<file path="src/rtl/sram_stage_sequencer_if.sv">
// Stage/SRAM bus between the sequencer and its processing stages.
// master: sequencer side (drives enables and the SRAM controller port).
// slave : stage side (drives per-stage done/activity and SRAM requests).
interface sram_stage_sequencer_if #(
  parameter int NUM_STAGES = 4,
  parameter int ADDR_W     = 18,
  parameter int DATA_W     = 16
);
  logic [NUM_STAGES-1:0]        Stage_done;
  logic [NUM_STAGES-1:0]        Stage_activity;
  logic [NUM_STAGES*ADDR_W-1:0] Stage_SRAM_address;
  logic [NUM_STAGES*DATA_W-1:0] Stage_SRAM_write_data;
  logic [NUM_STAGES-1:0]        Stage_SRAM_we_n;
  logic [NUM_STAGES-1:0]        Stage_enable;
  logic [ADDR_W-1:0]            SRAM_address;
  logic [DATA_W-1:0]            SRAM_write_data;
  logic                         SRAM_we_n;

  modport master (
    input  Stage_done, Stage_activity, Stage_SRAM_address, Stage_SRAM_write_data, Stage_SRAM_we_n,
    output Stage_enable, SRAM_address, SRAM_write_data, SRAM_we_n
  );

  modport slave (
    output Stage_done, Stage_activity, Stage_SRAM_address, Stage_SRAM_write_data, Stage_SRAM_we_n,
    input  Stage_enable, SRAM_address, SRAM_write_data, SRAM_we_n
  );
endinterface

</file>
<file path="src/rtl/sram_stage_sequencer.sv">
// Sequencer owning the single SRAM controller port. Runs NUM_STAGES stages in
// order through enable/done handshakes, muxes the active stage onto the SRAM
// port, and hands the port back to the VGA reader while idle. Stages flagged in
// TIMEOUT_MASK may also be closed after TIMEOUT_CYCLES of inactivity, but only
// once they have shown activity at least once.
// Optional build macro: SEQ_AUTO_START_EN -- the first cycle after Reset is
// released acts as an internal Start pulse (power-up sequence run).
module sram_stage_sequencer #(
  parameter int                     NUM_STAGES     = 4,
  parameter int                     ADDR_W         = 18,
  parameter int                     DATA_W         = 16,
  parameter int                     TIMEOUT_CYCLES = 50_000_000,
  parameter logic [NUM_STAGES-1:0]  TIMEOUT_MASK   = NUM_STAGES'(1),
  localparam int                    CS_W           = $clog2(NUM_STAGES) + 1
) (
  input  logic                  Clock_50,
  input  logic                  Reset,
  input  logic                  Start,
  input  logic [ADDR_W-1:0]     Idle_SRAM_address,
  sram_stage_sequencer_if.master bus,
  output logic                  VGA_enable,
  output logic [CS_W-1:0]       Current_stage,
  output logic                  Busy,
  output logic                  Timeout_flag
);

  localparam int               TO_W   = (TIMEOUT_CYCLES > 1) ? $clog2(TIMEOUT_CYCLES) : 1;
  localparam logic [TO_W-1:0]  TO_MAX = TO_W'(TIMEOUT_CYCLES - 1);
  localparam logic [CS_W-1:0]  LAST   = CS_W'(NUM_STAGES - 1);

  typedef enum logic [1:0] {S_IDLE, S_HANDOFF, S_RUN} state_t;

  state_t                state, nxt_state;
  logic [NUM_STAGES-1:0] en_q, nxt_en;
  logic                  vga_q, nxt_vga;
  logic [CS_W-1:0]       cur_q, nxt_cur;
  logic [TO_W-1:0]       timer_q, nxt_timer;
  logic                  seen_q, nxt_seen;
  logic                  flag_q, nxt_flag;

  logic                  start_int;
  logic [ADDR_W-1:0]     sel_addr;
  logic [DATA_W-1:0]     sel_data;
  logic                  sel_we_n, sel_done, sel_act, sel_mask;
  logic                  to_hit;

`ifdef SEQ_AUTO_START_EN
  logic rst_q;
  // Remember last cycle's reset so its falling edge can fire one internal Start
  always_ff @(posedge Clock_50) rst_q <= Reset;
  assign start_int = Start | (rst_q & ~Reset);
`else
  assign start_int = Start;
`endif

  // Pick out the active stage's request and handshake bits
  always_comb begin
    sel_addr = '0;
    sel_data = '0;
    sel_we_n = 1'b1;
    sel_done = 1'b0;
    sel_act  = 1'b0;
    sel_mask = 1'b0;
    for (int k = 0; k < NUM_STAGES; k++) begin
      if (cur_q == CS_W'(k)) begin
        sel_addr = bus.Stage_SRAM_address[k*ADDR_W +: ADDR_W];
        sel_data = bus.Stage_SRAM_write_data[k*DATA_W +: DATA_W];
        sel_we_n = bus.Stage_SRAM_we_n[k];
        sel_done = bus.Stage_done[k];
        sel_act  = bus.Stage_activity[k];
        sel_mask = TIMEOUT_MASK[k];
      end
    end
  end

  // SRAM port mux; writes are suppressed during handoff so a stage can't write before it is enabled
  always_comb begin
    bus.SRAM_address    = Idle_SRAM_address;
    bus.SRAM_write_data = '0;
    bus.SRAM_we_n       = 1'b1;
    case (state)
      S_HANDOFF: begin
        bus.SRAM_address    = sel_addr;
        bus.SRAM_write_data = sel_data;
      end
      S_RUN: begin
        bus.SRAM_address    = sel_addr;
        bus.SRAM_write_data = sel_data;
        bus.SRAM_we_n       = sel_we_n;
      end
      default: ;
    endcase
  end

  // Timeout only after the stage has shown life; a silent stage waits forever
  assign to_hit = sel_mask & seen_q & (timer_q == TO_MAX);

  // Next-state and next-register values
  always_comb begin
    nxt_state = state;
    nxt_en    = en_q;
    nxt_vga   = vga_q;
    nxt_cur   = cur_q;
    nxt_timer = timer_q;
    nxt_seen  = seen_q;
    nxt_flag  = flag_q;
    case (state)
      S_IDLE: begin
        if (start_int) begin
          nxt_flag  = 1'b0;
          nxt_cur   = '0;
          nxt_vga   = 1'b0;
          nxt_state = S_HANDOFF;
        end
      end
      S_HANDOFF: begin
        for (int k = 0; k < NUM_STAGES; k++) nxt_en[k] = (cur_q == CS_W'(k));
        nxt_timer = '0;
        nxt_seen  = 1'b0;
        nxt_state = S_RUN;
      end
      S_RUN: begin
        if (sel_act) begin
          nxt_timer = '0;
          nxt_seen  = 1'b1;
        end else if (timer_q != TO_MAX) begin
          nxt_timer = timer_q + 1'b1;
        end
        if (sel_done || to_hit) begin
          nxt_en = '0;
          // A simultaneous done wins: the stage finished on its own
          if (!sel_done) nxt_flag = 1'b1;
          if (cur_q == LAST) begin
            nxt_vga   = 1'b1;
            nxt_state = S_IDLE;
          end else begin
            nxt_cur   = cur_q + 1'b1;
            nxt_state = S_HANDOFF;
          end
        end
      end
      default: nxt_state = S_IDLE;
    endcase
  end

  // State and output registers, synchronous reset
  always_ff @(posedge Clock_50) begin
    if (Reset) begin
      state   <= S_IDLE;
      en_q    <= '0;
      vga_q   <= 1'b1;
      cur_q   <= '0;
      timer_q <= '0;
      seen_q  <= 1'b0;
      flag_q  <= 1'b0;
    end else begin
      state   <= nxt_state;
      en_q    <= nxt_en;
      vga_q   <= nxt_vga;
      cur_q   <= nxt_cur;
      timer_q <= nxt_timer;
      seen_q  <= nxt_seen;
      flag_q  <= nxt_flag;
    end
  end

  assign bus.Stage_enable = en_q;
  assign VGA_enable       = vga_q;
  assign Current_stage    = cur_q;
  assign Busy             = (state != S_IDLE);
  assign Timeout_flag     = flag_q;

endmodule

</file>
<file path="src/flat_wrapper.sv">
// flat-port wrapper written by rule: the top's interface ports become plain ports
module sram_stage_sequencer_flat 
#(
  parameter int                     NUM_STAGES     = 4,
  parameter int                     ADDR_W         = 18,
  parameter int                     DATA_W         = 16,
  parameter int                     TIMEOUT_CYCLES = 50_000_000,
  parameter logic [NUM_STAGES-1:0]  TIMEOUT_MASK   = NUM_STAGES'(1),
  localparam int                    CS_W           = $clog2(NUM_STAGES) + 1
)
  (Clock_50, Reset, Start, Idle_SRAM_address, VGA_enable, Current_stage, Busy, Timeout_flag, bus_Stage_done, bus_Stage_activity, bus_Stage_SRAM_address, bus_Stage_SRAM_write_data, bus_Stage_SRAM_we_n, bus_Stage_enable, bus_SRAM_address, bus_SRAM_write_data, bus_SRAM_we_n);
  sram_stage_sequencer_if #(.NUM_STAGES(NUM_STAGES), .ADDR_W(ADDR_W), .DATA_W(DATA_W)) bus_i ();
  input  logic Clock_50;
  input  logic Reset;
  input  logic Start;
  input  logic [ADDR_W-1:0] Idle_SRAM_address;
  output logic VGA_enable;
  output logic [CS_W-1:0] Current_stage;
  output logic Busy;
  output logic Timeout_flag;
  input wire logic [$bits(bus_i.Stage_done)-1:0] bus_Stage_done;
  input wire logic [$bits(bus_i.Stage_activity)-1:0] bus_Stage_activity;
  input wire logic [$bits(bus_i.Stage_SRAM_address)-1:0] bus_Stage_SRAM_address;
  input wire logic [$bits(bus_i.Stage_SRAM_write_data)-1:0] bus_Stage_SRAM_write_data;
  input wire logic [$bits(bus_i.Stage_SRAM_we_n)-1:0] bus_Stage_SRAM_we_n;
  output wire logic [$bits(bus_i.Stage_enable)-1:0] bus_Stage_enable;
  output wire logic [$bits(bus_i.SRAM_address)-1:0] bus_SRAM_address;
  output wire logic [$bits(bus_i.SRAM_write_data)-1:0] bus_SRAM_write_data;
  output wire logic [$bits(bus_i.SRAM_we_n)-1:0] bus_SRAM_we_n;
  assign bus_i.Stage_done = bus_Stage_done;
  assign bus_i.Stage_activity = bus_Stage_activity;
  assign bus_i.Stage_SRAM_address = bus_Stage_SRAM_address;
  assign bus_i.Stage_SRAM_write_data = bus_Stage_SRAM_write_data;
  assign bus_i.Stage_SRAM_we_n = bus_Stage_SRAM_we_n;
  assign bus_Stage_enable = bus_i.Stage_enable;
  assign bus_SRAM_address = bus_i.SRAM_address;
  assign bus_SRAM_write_data = bus_i.SRAM_write_data;
  assign bus_SRAM_we_n = bus_i.SRAM_we_n;
  sram_stage_sequencer #(.NUM_STAGES(NUM_STAGES), .ADDR_W(ADDR_W), .DATA_W(DATA_W), .TIMEOUT_CYCLES(TIMEOUT_CYCLES), .TIMEOUT_MASK(TIMEOUT_MASK)) u_core (.Clock_50(Clock_50), .Reset(Reset), .Start(Start), .Idle_SRAM_address(Idle_SRAM_address), .bus(bus_i), .VGA_enable(VGA_enable), .Current_stage(Current_stage), .Busy(Busy), .Timeout_flag(Timeout_flag));
endmodule
</file>
<file path="config.mk">
export PLATFORM = sky130hd
export DESIGN_NAME = sram_stage_sequencer_flat
export DESIGN_NICKNAME = d
export VERILOG_FILES = /design/src/rtl/sram_stage_sequencer_if.sv /design/src/rtl/sram_stage_sequencer.sv /design/src/flat_wrapper.sv
export SDC_FILE = /design/constraint.sdc
export NUM_CORES = 1
export LEC_CHECK = 0
export ABC_AREA = 1
export CAP_MARGIN = 20
export CELL_PAD_IN_SITES_DETAIL_PLACEMENT = 0
export CELL_PAD_IN_SITES_GLOBAL_PLACEMENT = 1
export CORE_MARGIN = 2
export CORE_UTILIZATION = 28
export CTS_CLUSTER_DIAMETER = 150
export DETAILED_ROUTE_END_ITERATION = 12
export PLACE_DENSITY = 0.95
export SKIP_LAST_GASP = 1
export SYNTH_ARGS = -nofsm -noshare
export SYNTH_HDL_FRONTEND = slang
export SYNTH_SLANG_ARGS = --single-unit
</file>
<file path="constraint.sdc">
create_clock -name Clock_50 -period 4.2 [get_ports Clock_50]
set_input_delay 1.26 -clock Clock_50 [delete_from_list [all_inputs] [get_ports Clock_50]]
set_output_delay 1.26 -clock Clock_50 [all_outputs]
set_load 0.01 [all_outputs]
</file>
==> flow_metrics.tcl <==
set metrics [dict create \
    numCtsBuffers 5 \
    yosysUniqueCellTypes 42 \
    utilization_pct 46.2 \
    syn_nets 858 \
    p_int_mw 1.52 \
    core_area_sq_um 13900 \
    area_delta_synth_final_pct 61.5 \
    p_sw_share_pct 45.2 \
    drv_cap 0 \
    leakagePower_nw 2.65 \
    mostFrequentLayoutCells "clkdlybuf4s50_1, nand2_1, a21oi_1, nor2_1, o21ai_0" \
    dp_slack_ns 0.136 \
    final_antenna_net_count 0 \
    syn_area_sq_um 3970 \
    groute.usage.overall_pct 21.9 \
    drive_gt1_share_pct 8.31 \
    clk_pin_slew_worst_paths_ns 0.06 \
    combinationalPowerShare_pct 72.1 \
    crit_chain "clkdlybuf4s50_1 -> a22oi_1 -> nand2_1 -> o21ai_0 -> a21oi_1 -> clkdlybuf4s50_1" \
    die_area_sq_um 15200 \
    power_frac_seq_pct 14.9 \
    cp-end-kind "output port" \
    htreeDepth 2 \
    critPathMaxFanout 1 \
    grt_pass1_vias 4951 \
    pin_count 214 \
    fin_crit_sh_pct 97.8 \
    total_power_mw 2.77 \
    numClockSinks 38 \
    critPathArrivalTime_ns 2.85 \
    grt_overflow 0 \
    rsz0062_at_grt "false" \
    cts_root_buf "clkbuf_16" \
    antenna_found_initial 0 \
    routed_wl_mm 17.1 \
    clk_latency_ns 0.28 \
    hold_path_class "flop to flop" \
    viasPerCell 4.93 \
    die_h_um 123 \
    ys_warn_count 0 \
    path_class "primary input to output port" \
    cts_buffer_depth 2 \
    power.switching_mw 1.25 \
    netlist_instances 679 \
    vias 5215 \
    grt_max_degree 41 \
    drv_slew 0 \
    grt_pass1_wl_mm 26.0 \
    tightestPinTransition_ns 0.630 \
    cts_tree "yes" \
    hold_violations 0 \
    cpPeakStageDelay_ns 0.60 \
    cts_setup_buffers 0 \
    die_x_um 123 \
    fmax_ghz 0.244 \
    synth-seq-cells 38 \
    fin_skew_ns 0.00620 \
    crit_required_ns 2.94 \
    portBuffers 213 \
    final_common_cell "clkdlybuf4s50_1" \
    layout_setup_ws_ns 0.0935 \
    dp_hpwl_mm 13.4 \
    max_slew_margin_pct 57.8 \
    setup.worst_path.start_class "primary input" \
    clkPwrFrac_pct 13.0 \
    hold_buffers 0 \
    first_iter_violations 333 \
    num-nets-final 1057 \
    outcome "finished, final reports clean" \
    crit_top_cell "clkdlybuf4s50_1" \
    cp_slowest_cell "clkdlybuf4s50_1" \
    power.density_nw_per_um2 431 \
    diodes 0 \
    whs_path_depth 2 \
    worst_ir_drop_vdd_v 0.000196 \
    r2r_cells 15 \
    gp_congestion 0.909 \
    num_rows 43 \
    route.detailed.drc 0 \
    start_util_pct 28.6 \
    tns_ns 0 \
    design_area_sq_um 6410 \
    finalSetupViolCount 0 \
    dr.pass1.iters 5 \
    place_area_sq_um 6280 \
    wire_per_inst_um 16.2 \
    avgSynthCellArea_sq_um 5.85 \
    synth_seq_area_share_pct 19.2 \
    ctsResizeCount 0 \
    fin_crit_ns 4.11 \
]
## worst max-delay path: cells and delay by family
kind / cells / cell delay, ns
buffers and inverters: 2 / 1.05
AO/OA/AOI/OAI: 3 / 0.45
AND/OR/NAND/NOR: 1 / 0.08
## cell type report
cell class / instances / area, sq um
Fill cell: 1438 / 7470
Inverter: 62 / 238
Timing Repair Buffer: 226 / 2250
Clock buffer: 7 / 133
Tap cell: 180 / 225
Multi-Input combinational cell: 545 / 2800
Sequential cell: 38 / 761
## power by group through the flow
stage	logic [mW]	registers, mW	clock network [mW]
2_1_floorplan	1.05	0.423	0
3_3_place_gp	2.00	0.420	0
3_5_place_dp	2.00	0.421	0
4_1_cts	2.01	0.413	0.365
5_1_grt	2.19	0.417	0.377
6_report	1.99	0.413	0.360
## per-layer routing
metal | vias up | GRT usage [%] | share of wire, %
met1 | 2308 | 26.4 | 41
met5 | - | 0 | 0
met3 | 39 | 4.15 | 8.5
met4 | 0 | 8.81 | 3.7
met2 | 222 | 38.1 | 46
li1 | 2646 | - | -
## sequential cells by signal (all words and copies together) (netlist names)
| name | cells |
|---|---|
| u_core.Current_stage | 3 |
| u_core.VGA_enable | 1 |
| u_core.timer_q | 26 |
| u_core.seen_q | 1 |
| u_core.Timeout_flag | 1 |
| u_core.state | 2 |
| u_core.bus.Stage_enable | 4 |
## cell families after synthesis
family	after synthesis	synth area share, %
buffers and inverters	96	10.3
and+or+nand+nor	353	40.7
AOI/OAI and AO/OA	178	25.7
adders and majority gates	10	3.15
DFF	38	19.2
xor gates and xnor gates	4	0.882
## path summary, 6_finish.rpt
path                                        startpoint                         endpoint  slack (ns)
setup / recovery         bus_Stage_SRAM_write_data[24]           bus_SRAM_write_data[8]        0.09
hold / removal          u_core.VGA_enable$_SDFFE_PP1P_   u_core.VGA_enable$_SDFFE_PP1P_        0.46
setup reg to reg  u_core.Current_stage[1]$_SDFFE_PP0P_  u_core.timer_q[21]$_SDFFE_PP0P_        1.49
hold reg to reg         u_core.VGA_enable$_SDFFE_PP1P_   u_core.VGA_enable$_SDFFE_PP1P_        0.46
## stage by stage
stage          hold WS, ns  std cells
2_1_floorplan        0.454        679
6_report             0.463       1058
3_3_place_gp         0.443       1051
4_1_cts              0.467       1058
5_1_grt              0.483       1058
3_5_place_dp         0.449       1051
## cells in the mapped netlist
master / number / area [sq um]
a211oi_1: 3 / 22.5
a21boi_2: 1 / 11.3
a21oi_1: 68 / 340
a21oi_2: 6 / 52.6
a22oi_1: 31 / 233
a31oi_1: 1 / 6.26
and2_1: 1 / 6.26
buf_1: 5 / 18.8
buf_12: 1 / 20.0
buf_2: 8 / 40.0
buf_4: 1 / 7.51
buf_6: 2 / 22.5
clkbuf_1: 17 / 63.8
clkinv_1: 2 / 7.51
dfxtp_1: 38 / 761
ha_1: 10 / 125
inv_1: 52 / 195
inv_2: 6 / 22.5
inv_4: 2 / 12.5
nand2_1: 195 / 732
nand2_2: 15 / 93.8
nand2_4: 4 / 45.0
nand2_8: 2 / 40.0
nand3_1: 30 / 150
nand3_2: 6 / 60.1
nand3_4: 1 / 17.5
nand3b_1: 2 / 15.0
nand4_1: 8 / 50.1
nor2_1: 67 / 251
nor2_2: 6 / 37.5
nor2_4: 1 / 11.3
nor2_8: 1 / 20.0
nor3_1: 11 / 55.1
nor3_2: 1 / 10.0
nor3_4: 1 / 16.3
o21ai_0: 60 / 300
o21ai_1: 2 / 10.0
o21bai_1: 5 / 37.5
o221ai_1: 1 / 8.76
or2_2: 1 / 6.26
xnor2_1: 1 / 8.76
xor2_1: 3 / 26.3
Note: power is estimated with default switching activity, not from simulation.
